==> config.mk <==
export PLATFORM = sky130hd
export DESIGN_NAME = mux_rr_sched
export DESIGN_NICKNAME = d
export VERILOG_FILES = /design/src/rtl/mux_sched_pkg.sv /design/src/rtl/mux_rr_sched_mux.sv /design/src/rtl/mux_rr_sched.sv
export SDC_FILE = /design/constraint.sdc
export NUM_CORES = 1
export LEC_CHECK = 0
export BUFFER_PORTS_ARGS = -buffer_cell sky130_fd_sc_hd__buf_2
export CORE_MARGIN = 8
export CORE_UTILIZATION = 37
export DETAILED_ROUTE_END_ITERATION = 12
export PLACE_DENSITY_LB_ADDON = 0.2
export SLEW_MARGIN = 20
export SYNTH_ARGS = -nofsm -noshare
export SYNTH_HDL_FRONTEND = slang
export SYNTH_SLANG_ARGS = --single-unit
export TNS_END_PERCENT = 30
==> constraint.sdc <==
create_clock -name clk -period 2.2 [get_ports clk]
set_input_delay 0.11 -clock clk [delete_from_list [all_inputs] [get_ports clk]]
set_output_delay 0.11 -clock clk [all_outputs]
set_load 0.1 [all_outputs]
==> src/rtl/mux_sched_pkg.sv <==
// Shared types and the round-robin pick helper for the 4-channel mux scheduler.
package mux_sched_pkg;

  localparam int unsigned NUM_CH   = 4;
  localparam int unsigned CH_SEL_W = 2;

  typedef logic [CH_SEL_W-1:0] ch_idx_t;

  // Result of a round-robin search: winning index plus "any requester valid".
  typedef struct packed {
    logic    any;
    ch_idx_t idx;
  } pick_t;

  // Output stage occupancy.
  typedef enum logic {
    ST_EMPTY = 1'b0,
    ST_FULL  = 1'b1
  } ostate_t;

  // First set bit of valid, searching ptr, ptr+1, ... with natural mod-4 wrap.
  function automatic pick_t rr_pick(input logic [NUM_CH-1:0] valid, input ch_idx_t ptr);
    pick_t   r;
    ch_idx_t c;
    r = '0;
    for (int unsigned k = 0; k < NUM_CH; k++) begin
      c = ptr + ch_idx_t'(k);
      if (!r.any && valid[c]) begin
        r.any = 1'b1;
        r.idx = c;
      end
    end
    return r;
  endfunction

endpackage

==> src/rtl/mux_rr_sched_mux.sv <==
// Pure combinational 4:1 data steering mux built from a ternary chain.
module mux_ternary
  import mux_sched_pkg::*;
#(
  parameter int unsigned WIDTH = 8
) (
  input  logic [WIDTH-1:0] i_d0,
  input  logic [WIDTH-1:0] i_d1,
  input  logic [WIDTH-1:0] i_d2,
  input  logic [WIDTH-1:0] i_d3,
  input  ch_idx_t          i_sel,
  output logic [WIDTH-1:0] o_y
);

  assign o_y = (i_sel == ch_idx_t'(0)) ? i_d0 :
               (i_sel == ch_idx_t'(1)) ? i_d1 :
               (i_sel == ch_idx_t'(2)) ? i_d2 :
                                         i_d3;

endmodule

==> src/rtl/mux_rr_sched.sv <==
// Round-robin scheduler sharing one 4:1 mux among four valid/ready producers,
// with a single-entry registered output stage and configurable burst length.
module mux_rr_sched
  import mux_sched_pkg::*;
#(
  parameter int unsigned WIDTH    = 8,
  parameter int unsigned SEL_BITS = 2,
  parameter int unsigned BURST    = 1
) (
  input  logic                clk,
  input  logic                rst,
  input  logic [WIDTH-1:0]    in0,
  input  logic [WIDTH-1:0]    in1,
  input  logic [WIDTH-1:0]    in2,
  input  logic [WIDTH-1:0]    in3,
  input  logic [3:0]          in_valid,
  output logic [3:0]          in_ready,
  output logic [WIDTH-1:0]    out,
  output logic [SEL_BITS-1:0] out_sel,
  output logic                out_valid,
  input  logic                out_ready
);

  localparam int unsigned CNT_W = $clog2(BURST + 1);

  ostate_t          r_state;
  logic [WIDTH-1:0] r_out;
  ch_idx_t          r_sel;
  ch_idx_t          r_ptr;
  logic [CNT_W-1:0] r_cnt;

  pick_t            w_pick;
  logic             w_load;
  logic             w_accept;
  logic [WIDTH-1:0] w_mux;
  logic [CNT_W-1:0] w_cnt_next;
  logic             w_burst_done;

  // Winner search starts at the current priority pointer.
  assign w_pick = rr_pick(in_valid, r_ptr);

  // Output stage can take a beat when empty or when its beat leaves this cycle.
  assign w_load   = (r_state == ST_EMPTY) || out_ready;
  assign w_accept = w_load && w_pick.any && !rst;

  // Consecutive-grant count: extends only if the pointer holder wins again.
  assign w_cnt_next   = (w_pick.idx == r_ptr) ? (r_cnt + CNT_W'(1)) : CNT_W'(1);
  assign w_burst_done = (w_cnt_next == CNT_W'(BURST));

  mux_ternary #(
    .WIDTH (WIDTH)
  ) u_mux (
    .i_d0  (in0),
    .i_d1  (in1),
    .i_d2  (in2),
    .i_d3  (in3),
    .i_sel (w_pick.idx),
    .o_y   (w_mux)
  );

  // One-hot ready to the winning requester; suppressed during reset.
  always_comb begin
    in_ready = '0;
    if (w_accept) begin
      in_ready[w_pick.idx] = 1'b1;
    end
  end

  // Output stage state, data register and burst/priority bookkeeping.
  always_ff @(posedge clk or posedge rst) begin
    if (rst) begin
      r_state <= ST_EMPTY;
      r_out   <= '0;
      r_sel   <= '0;
      r_ptr   <= '0;
      r_cnt   <= '0;
    end else if (w_load) begin
      if (w_pick.any) begin
        r_state <= ST_FULL;
        r_out   <= w_mux;
        r_sel   <= w_pick.idx;
        if (w_burst_done) begin
          r_ptr <= w_pick.idx + ch_idx_t'(1);
          r_cnt <= '0;
        end else begin
          r_ptr <= w_pick.idx;
          r_cnt <= w_cnt_next;
        end
      end else begin
        r_state <= ST_EMPTY;
      end
    end
  end

  assign out       = r_out;
  assign out_sel   = SEL_BITS'(r_sel);
  assign out_valid = (r_state == ST_FULL);

endmodule

==> results.md, run 1 <==
- Part of the power in combinational logic: approximately 70%
- Static Leak: 0.665 nW
- Post-place setup slack: 0.0162 ns
- Post-synth EDFFs: 0
- Final Util: 56.1%
- Pins over their slew limit: 0
- Pwr/cell area: 1210 nW/um^2
- Starting Density: 37.5%
- Fraction of layout cells with a size suffix above 1: 56.8%
- Yosys cell types: 30
- Sequential fraction of the synthesis area: 32.5%
- CP required: 2.09 ns
- Number of cell rows: 19
- CP Max Fanout: 7
- Met2 usage: 22.6%
- ANT cells: 0
- Top post-synthesis cells by count: 13 x dfrtp_1, 11 x nand2b_1, 10 x nand2_1
- First-pass GRT wire length: 4780 um
- Final ANT Viol Nets: 0
- Ys flop type: dfrtp_1
- Number of global-route vias before repair: 1103
- Reg2Reg Launch Point: r_ptr[1]
- Die W: 68.0 um
- Post-synth top area share: 32.5%
- Nets: 213
- IO buf count: 53
- Largest area contributor in the netlist: dfrtp_1
- Worst setup slack after layout: 0.101 ns
- Routed wire length: 3080 um
- Seq cells post-synth: 13
- Crit path buffers/inverters: 2
- Critical-path top delay cell: dfrtp_1
- Max-Cap Viols: 0
- Crit path launch type: flip-flop
- Sw Pwr: 1.04 mW
- Worst setup path end: in_ready[1]
- Vert. Die Dim: 68.0 um
- Number of H-tree levels: 1
- TritonCTS Buffers: 3
- Clk pwr share: 8.6%
- Core footprint: 2660 sq um
- Slew margin rel.: between 50% and 60%
- Top-count cell post-synth: dfrtp_1
- GR Util met3: about 3.8%
- Fmax: 0.476 GHz
- Worst reg-to-reg path cell count: 7
- Top delay family on crit path: simple AND/OR/NAND/NOR gates
- Post-route design area: between 1000 and 1500 sq um
- TNS Setup: 0 ns
- Iter 0 DRT Violations: 35
- Avg WL per Cell: 15.4 um
- Detailed-route via count: 1044
- WP data arrival: 1.99 ns
- Int Power: 765 uW
- Total clock sinks: 13
- Gr busiest metal: met2
- Io pins: 54
- Drt pass-1 iters: 4
- Worst path depth: 7
- Post-Syn Nets: 151
- Reg-to-Reg End: out[3]
- Syn. warnings: 0
- Min Tclk post-route: between 2 and 2.5 ns
- Final setup fails: 0
- Ys async rst share: 100%
- Post-Syn Area: 1000 sq um
- Crit path cell chain: nor2b_1 -> a311oi_2 -> buf_4 -> or2_2 -> ha_2 -> and3_2 -> buf_12
- M1 GR Usage: 15.9%
- Die area: between 4000 and 5000 sq um
- Critical path endpoint category: output port
- Total track usage: a little over an eighth
- Drt drc: 0
- Total grt overflow: 0
- Pin count of the biggest net entering global routing: 12
- Post-synthesis area per instance: just over 9 sq um
- CTS clock-pin slew for the worst setup and hold paths: 0.09 ns
- CP Class: reg -> out
- Sequential share of power: 21.4%
- RSZ-0062 raised after global routing: true
- Initial antenna violation count: 0
- Final hold viol count: 0
- HP Class: in -> reg
- Worst reg-to-reg setup slack: 0.15 ns
- # fillers: approximately 260
- CTS tree: done
- Area Growth Syn to Fin: 49.3%
- Routed vias/inst: 5.22
- Crit path from: r_ptr[0]
- Final period util: approximately 95%
- IR drop worst, VDD: roughly 780 uV
- Status: finished, final reports clean
- Sw Share: between 50% and 60%
- DP HPWL: 2480 um
- Routability congestion estimate: 0.858
- Largest cells by area after synthesis: dfrtp_1 33%, mux2_2 10%, a21oi_2 7.9%
- Power, Total: between 1.5 and 2 mW
- CP max stage delay: 0.41 ns
- Clock Path Buffers: 2
- Fin Clk Skew: 0.00418 ns
- Post-synthesis cell count: 108
- Root Buffer: clkbuf_4
- Worst-margin pin slew: 0.671 ns
- Clk Latency, worst-skew pair: between 0.2 and 0.3 ns
- Area after DPL: between 1000 and 1500 sq um
==> worst min-delay path by stage <==
| stage | from | endpoint | slack [ns] | cells past startpoint |
|---|---|---|---|---|
| 2_1_floorplan | rst | out[0] | 0.002 | 1 |
| 3_3_place_gp | rst | r_ptr[1] | 0.06 | 2 |
| 3_5_place_dp | rst | r_ptr[1] | 0.07 | 2 |
| 4_1_cts | in0[6] | out[6] | 0.09 | 3 |
| 5_1_grt | in0[6] | out[6] | 0.07 | 3 |
| 6_report | in0[2] | out[2] | 0.08 | 3 |
==> cell families after synthesis <==
kind of cell	share of synthesized area (%)
buffers and inverters	4.51
flip-flops	32.5
multiplexers	11.1
AND/OR/NAND/NOR	22.3
adder cells (fa/ha/maj)	5.01
AO/OA/AOI/OAI	24.5
==> cell usage in the layout, fill, tap and decap left out, types with 2 or more instances in the layout <==
| cell type | count |
|---|---|
| nor2b_1 | 2 |
| clkbuf_4 | 3 |
| a21oi_1 | 2 |
| nor3_1 | 2 |
| a21oi_2 | 9 |
| ha_4 | 2 |
| or2_2 | 2 |
| dfrtp_1 | 13 |
| inv_1 | 2 |
| a31oi_1 | 9 |
| and3_1 | 2 |
| nor2_1 | 3 |
| o211ai_1 | 8 |
| buf_12 | 4 |
| nand2_1 | 10 |
| mux2_2 | 9 |
| nand2b_1 | 11 |
| buf_4 | 9 |
| buf_2 | 49 |
==> routing by layer <==
metal | routed length, um | up-vias | part of all wire, %
met5 | 0 | - | 0
met4 | 17 | 0 | 0.55
met3 | 203 | 2 | 6.6
met2 | 1520 | 32 | 49
met1 | 1350 | 492 | 44
li1 | - | 518 | -
==> stage by stage <==
stage,cells,hold WS [ns]
2_1_floorplan,108,0.00244
3_3_place_gp,193,0.0636
3_5_place_dp,193,0.0710
4_1_cts,200,0.0855
5_1_grt,200,0.0745
6_report,200,0.0844
==> power by group through the flow <==
stage / logic (mW) / clock network (mW) / registers [mW]
4_1_cts: 1.24 / 0.156 / 0.387
3_3_place_gp: 1.18 / 0 / 0.390
6_report: 1.26 / 0.155 / 0.386
5_1_grt: 1.34 / 0.173 / 0.399
3_5_place_dp: 1.19 / 0 / 0.397
2_1_floorplan: 0.421 / 0 / 0.903
==> sequential cells by signal, summed over array words and instances, names as in the netlist <==
register,flops
out,8
out_sel,2
out_valid,1
r_ptr,2
==> repair_timing <==
action                                  CTS  global route
hold endpoints to repair                  3             0
hold buffers                              1             0
pin swaps                                 0             2
setup buffers                             2             0
endpoints found under the setup margin    3             4
gates resized for setup                   4             5
==> worst min-delay path, stage by stage <==
cell and delay (ns):
buf_2 0.09, nand2_1 0.05, a31oi_1 0.07
==> layout make-up <==
| cell class | instances | area, sq um | area share [%] |
|---|---|---|---|
| clock buffers | 4 | 26.3 | 1.76 |
| inverters | 3 | 18.8 | 1.26 |
| multi-input cells | 86 | 681 | 45.6 |
| flip-flops and latches | 13 | 325 | 21.8 |
| well taps | 31 | 38.8 | 2.60 |
| repair buffers | 63 | 403 | 27.0 |
(Power assumes the default switching activity.)
==> run 2, diff against run 1 <==
--- a/config.mk
+++ b/config.mk
@@ -5,7 +5,7 @@
 export SDC_FILE = /design/constraint.sdc
 export NUM_CORES = 1
 export LEC_CHECK = 0
-export BUFFER_PORTS_ARGS = -buffer_cell sky130_fd_sc_hd__buf_2
+export BUFFER_PORTS_ARGS = -buffer_cell sky130_fd_sc_hd__clkbuf_2
 export CORE_MARGIN = 8
 export CORE_UTILIZATION = 37
 export DETAILED_ROUTE_END_ITERATION = 12
==> results.md, run 2 (synthesis gave the netlist of run 1 again) <==
- Area Growth Syn to Fin: 51.1% (was 49.3%)
- Sw Pwr: 1.06 mW (was 1.04 mW)
- Post-place setup slack: 0.0194 ns (was 0.0162 ns)
- Critical-path top delay cell: dfrtp_2 (was dfrtp_1)
- RSZ-0062 raised after global routing: true (unchanged)
- Worst setup slack after layout: 0.0745 ns (was 0.101 ns)
- Worst setup path end: in_ready[0] (was in_ready[1])
- Final Util: 56.7% (was 56.1%)
- # fillers: 243 (was 258)
- Core footprint: 2660 sq um (unchanged)
- Pwr/cell area: 1200 nW/um^2 (was 1210 nW/um^2)
- IR drop worst, VDD: 875 uV (was 776 uV)
- Crit path cell chain: nand2_1 -> a311oi_2 -> buf_4 -> or2_4 -> ha_4 -> clkinv_4 -> nor3_4 -> buf_12 (was nor2b_1 -> a311oi_2 -> buf_4 -> or2_2 -> ha_2 -> and3_2 -> buf_12)
- Total track usage: 13.8% (was 13.2%)
- Worst reg-to-reg setup slack: 0.10 ns (was 0.15 ns)
- Most common cell after layout, fill and taps aside: clkbuf_2 (was buf_2)
- Initial antenna violation count: 0 (unchanged)
- HP Class: in -> reg (unchanged)
- Worst-margin pin slew: 0.667 ns (was 0.671 ns)
- Reg2Reg Launch Point: r_ptr[1] (unchanged)
- CTS tree: done (unchanged)
- Routed vias/inst: 5.37 (was 5.22)
- Clk pwr share: 8.4% (was 8.6%)
- Final ANT Viol Nets: 0 (unchanged)
- Iter 0 DRT Violations: 44 (was 35)
- Pin count of the biggest net entering global routing: 12 (unchanged)
- Slew margin rel.: 55.5% (was 55.2%)
- Clock Path Buffers: 2 (unchanged)
- TritonCTS Buffers: 3 (unchanged)
- WP data arrival: 2.02 ns (was 1.99 ns)
- Sequential share of power: 22.1% (was 21.4%)
- Vert. Die Dim: 68.0 um (unchanged)
- Crit path buffers/inverters: 3 (was 2)
- Part of the power in combinational logic: 69.5% (was 70.0%)
- Final setup fails: 0 (unchanged)
- Reg-to-Reg End: out[3] (unchanged)
- Min Tclk post-route: 2.13 ns (was 2.10 ns)
- Status: finished, final reports clean (unchanged)
- Critical path endpoint category: output port (unchanged)
- Avg WL per Cell: 16.0 um (was 15.4 um)
- Crit path from: r_ptr[1] (was r_ptr[0])
- Root Buffer: clkbuf_4 (unchanged)
- Routed wire length: 3190 um (was 3080 um)
- Drt drc: 0 (unchanged)
- Die area: 4620 sq um (unchanged)
- Fmax: 0.470 GHz (was 0.476 GHz)
- DP HPWL: 2480 um (about the same)
- Number of cell rows: 19 (unchanged)
- Io pins: 54 (unchanged)
- Most frequent cells in the layout: 49 x clkbuf_2, 11 x nand2b_1, 11 x dfrtp_1, 10 x nand2_1, 10 x a21oi_2 (was 49 x buf_2, 13 x dfrtp_1, 11 x nand2b_1, 10 x nand2_1)
- Drt pass-1 iters: 4 (unchanged)
- Final hold viol count: 0 (unchanged)
- CP max stage delay: 0.43 ns (was 0.41 ns)
- Sw Share: 58.1% (was 57.6%)
- Clk Latency, worst-skew pair: 0.28 ns (about the same)
- Die W: 68.0 um (unchanged)
- Top delay family on crit path: buffers and inverters (was simple AND/OR/NAND/NOR gates)
- CP required: 2.09 ns (about the same)
- Max FFs per register: 8 (unchanged)
- Max-Cap Viols: 0 (unchanged)
- Number of global-route vias before repair: 1130 (was 1103)
- Starting Density: 37.5% (unchanged)
- CP Max Fanout: 9 (was 7)
- Static Leak: 0.672 nW (was 0.665 nW)
- Int Power: 763 uW (was 765 uW)
- IO buf count: 53 (unchanged)
- First-pass GRT wire length: 4940 um (was 4780 um)
- CP Class: reg -> out (unchanged)
- Fin Clk Skew: 0.00696 ns (was 0.00418 ns)
- Total grt overflow: 0 (unchanged)
- Worst reg-to-reg path cell count: 7 (unchanged)
- Final period util: 96.6% (was 95.4%)
- Worst path depth: 8 (was 7)
- Fraction of layout cells with a size suffix above 1: 59.5% (was 56.8%)
- ANT cells: 0 (unchanged)
- Pins over their slew limit: 0 (unchanged)
- Nets: 212 (was 213)
- Detailed-route via count: 1068 (was 1044)
- Number of H-tree levels: 1 (unchanged)
- Routability congestion estimate: 0.860 (was 0.858)
- CTS clock-pin slew for the worst setup and hold paths: 0.09 ns (about the same)
- Crit path launch type: flip-flop (unchanged)
- Total clock sinks: 13 (unchanged)
==> run 2: cell count changes in the layout (fill, tap and decap cells not counted), moves of 2 or more <==
| cell | delta |
|---|---|
| clkbuf_2 | +49 |
| buf_2 | -49 |
| dfrtp_2 | +2 |
| dfrtp_1 | -2 |
==> run 2: per-layer routing <==
layer | wire (um) | up-vias | GRT usage, %
li1 | - | 517 | -
met1 | 1370 | 506 | 16.8
met2 | 1580 | 39 | 21.7
met3 | 189 | 6 | 4.58
met4 | 47 | 0 | 6.39
met5 | 0 | - | 0
==> run 2: how the worst min path moves through the flow <==
| stage | slack [ns] | to | from | cells after the start |
|---|---|---|---|---|
| 2_1_floorplan | 0.002 | out[0] | rst | 1 |
| 3_3_place_gp | 0.06 | r_ptr[1] | rst | 2 |
| 3_5_place_dp | 0.06 | r_ptr[1] | rst | 2 |
| 4_1_cts | 0.06 | out[6] | in0[6] | 3 |
| 5_1_grt | 0.06 | out[0] | in0[0] | 3 |
| 6_report | 0.06 | out[1] | in0[1] | 3 |
==> run 2: what timing repair did <==
| action | in CTS | in global routing |
|---|---|---|
| pin swaps | 1 | 2 |
| hold buffers | 1 | 0 |
| gates resized for setup | 4 | 11 |
| setup buffers | 0 | 1 |
| endpoints found under the hold margin | 3 | 0 |
| setup endpoints to repair | 4 | 11 |
==> run 2: worst min-delay path: stages <==
cell and delay (ns):
clkbuf_2 0.08, nand2_1 0.05, a31oi_1 0.07
==> run 2: power groups by stage <==
stage / clock (mW) / combinational, mW / sequential, mW
global route: 0.175 / 1.33 / 0.413
CTS: 0.157 / 1.21 / 0.396
floorplan: 0 / 0.421 / 0.903
finish: 0.153 / 1.26 / 0.403
global placement: 0 / 1.18 / 0.393
detailed placement: 0 / 1.19 / 0.400
==> run 2: through the flow <==
stage	TNS (ns)	power [mW]	hold WS, ns	area, sq um	instances
floorplan	-0.223	1.32	0.00244	1010	108
global placement	0	1.58	0.0582	1400	193
detailed placement	0	1.59	0.0584	1400	193
CTS	0	1.76	0.0558	1450	198
global route	-0.0875	1.92	0.0616	1510	199
finish	0	1.82	0.0603	1510	199
==> run 2: cell type report <==
| cell class | instances | area (sq um) | area share [%] |
|---|---|---|---|
| clock buffer | 4 | 26.3 | 1.74 |
| inverter | 3 | 16.3 | 1.08 |
| multi-input combinational | 86 | 706 | 46.7 |
| sequential | 13 | 328 | 21.7 |
| tap | 31 | 38.8 | 2.57 |
| timing repair buffer | 62 | 395 | 26.2 |
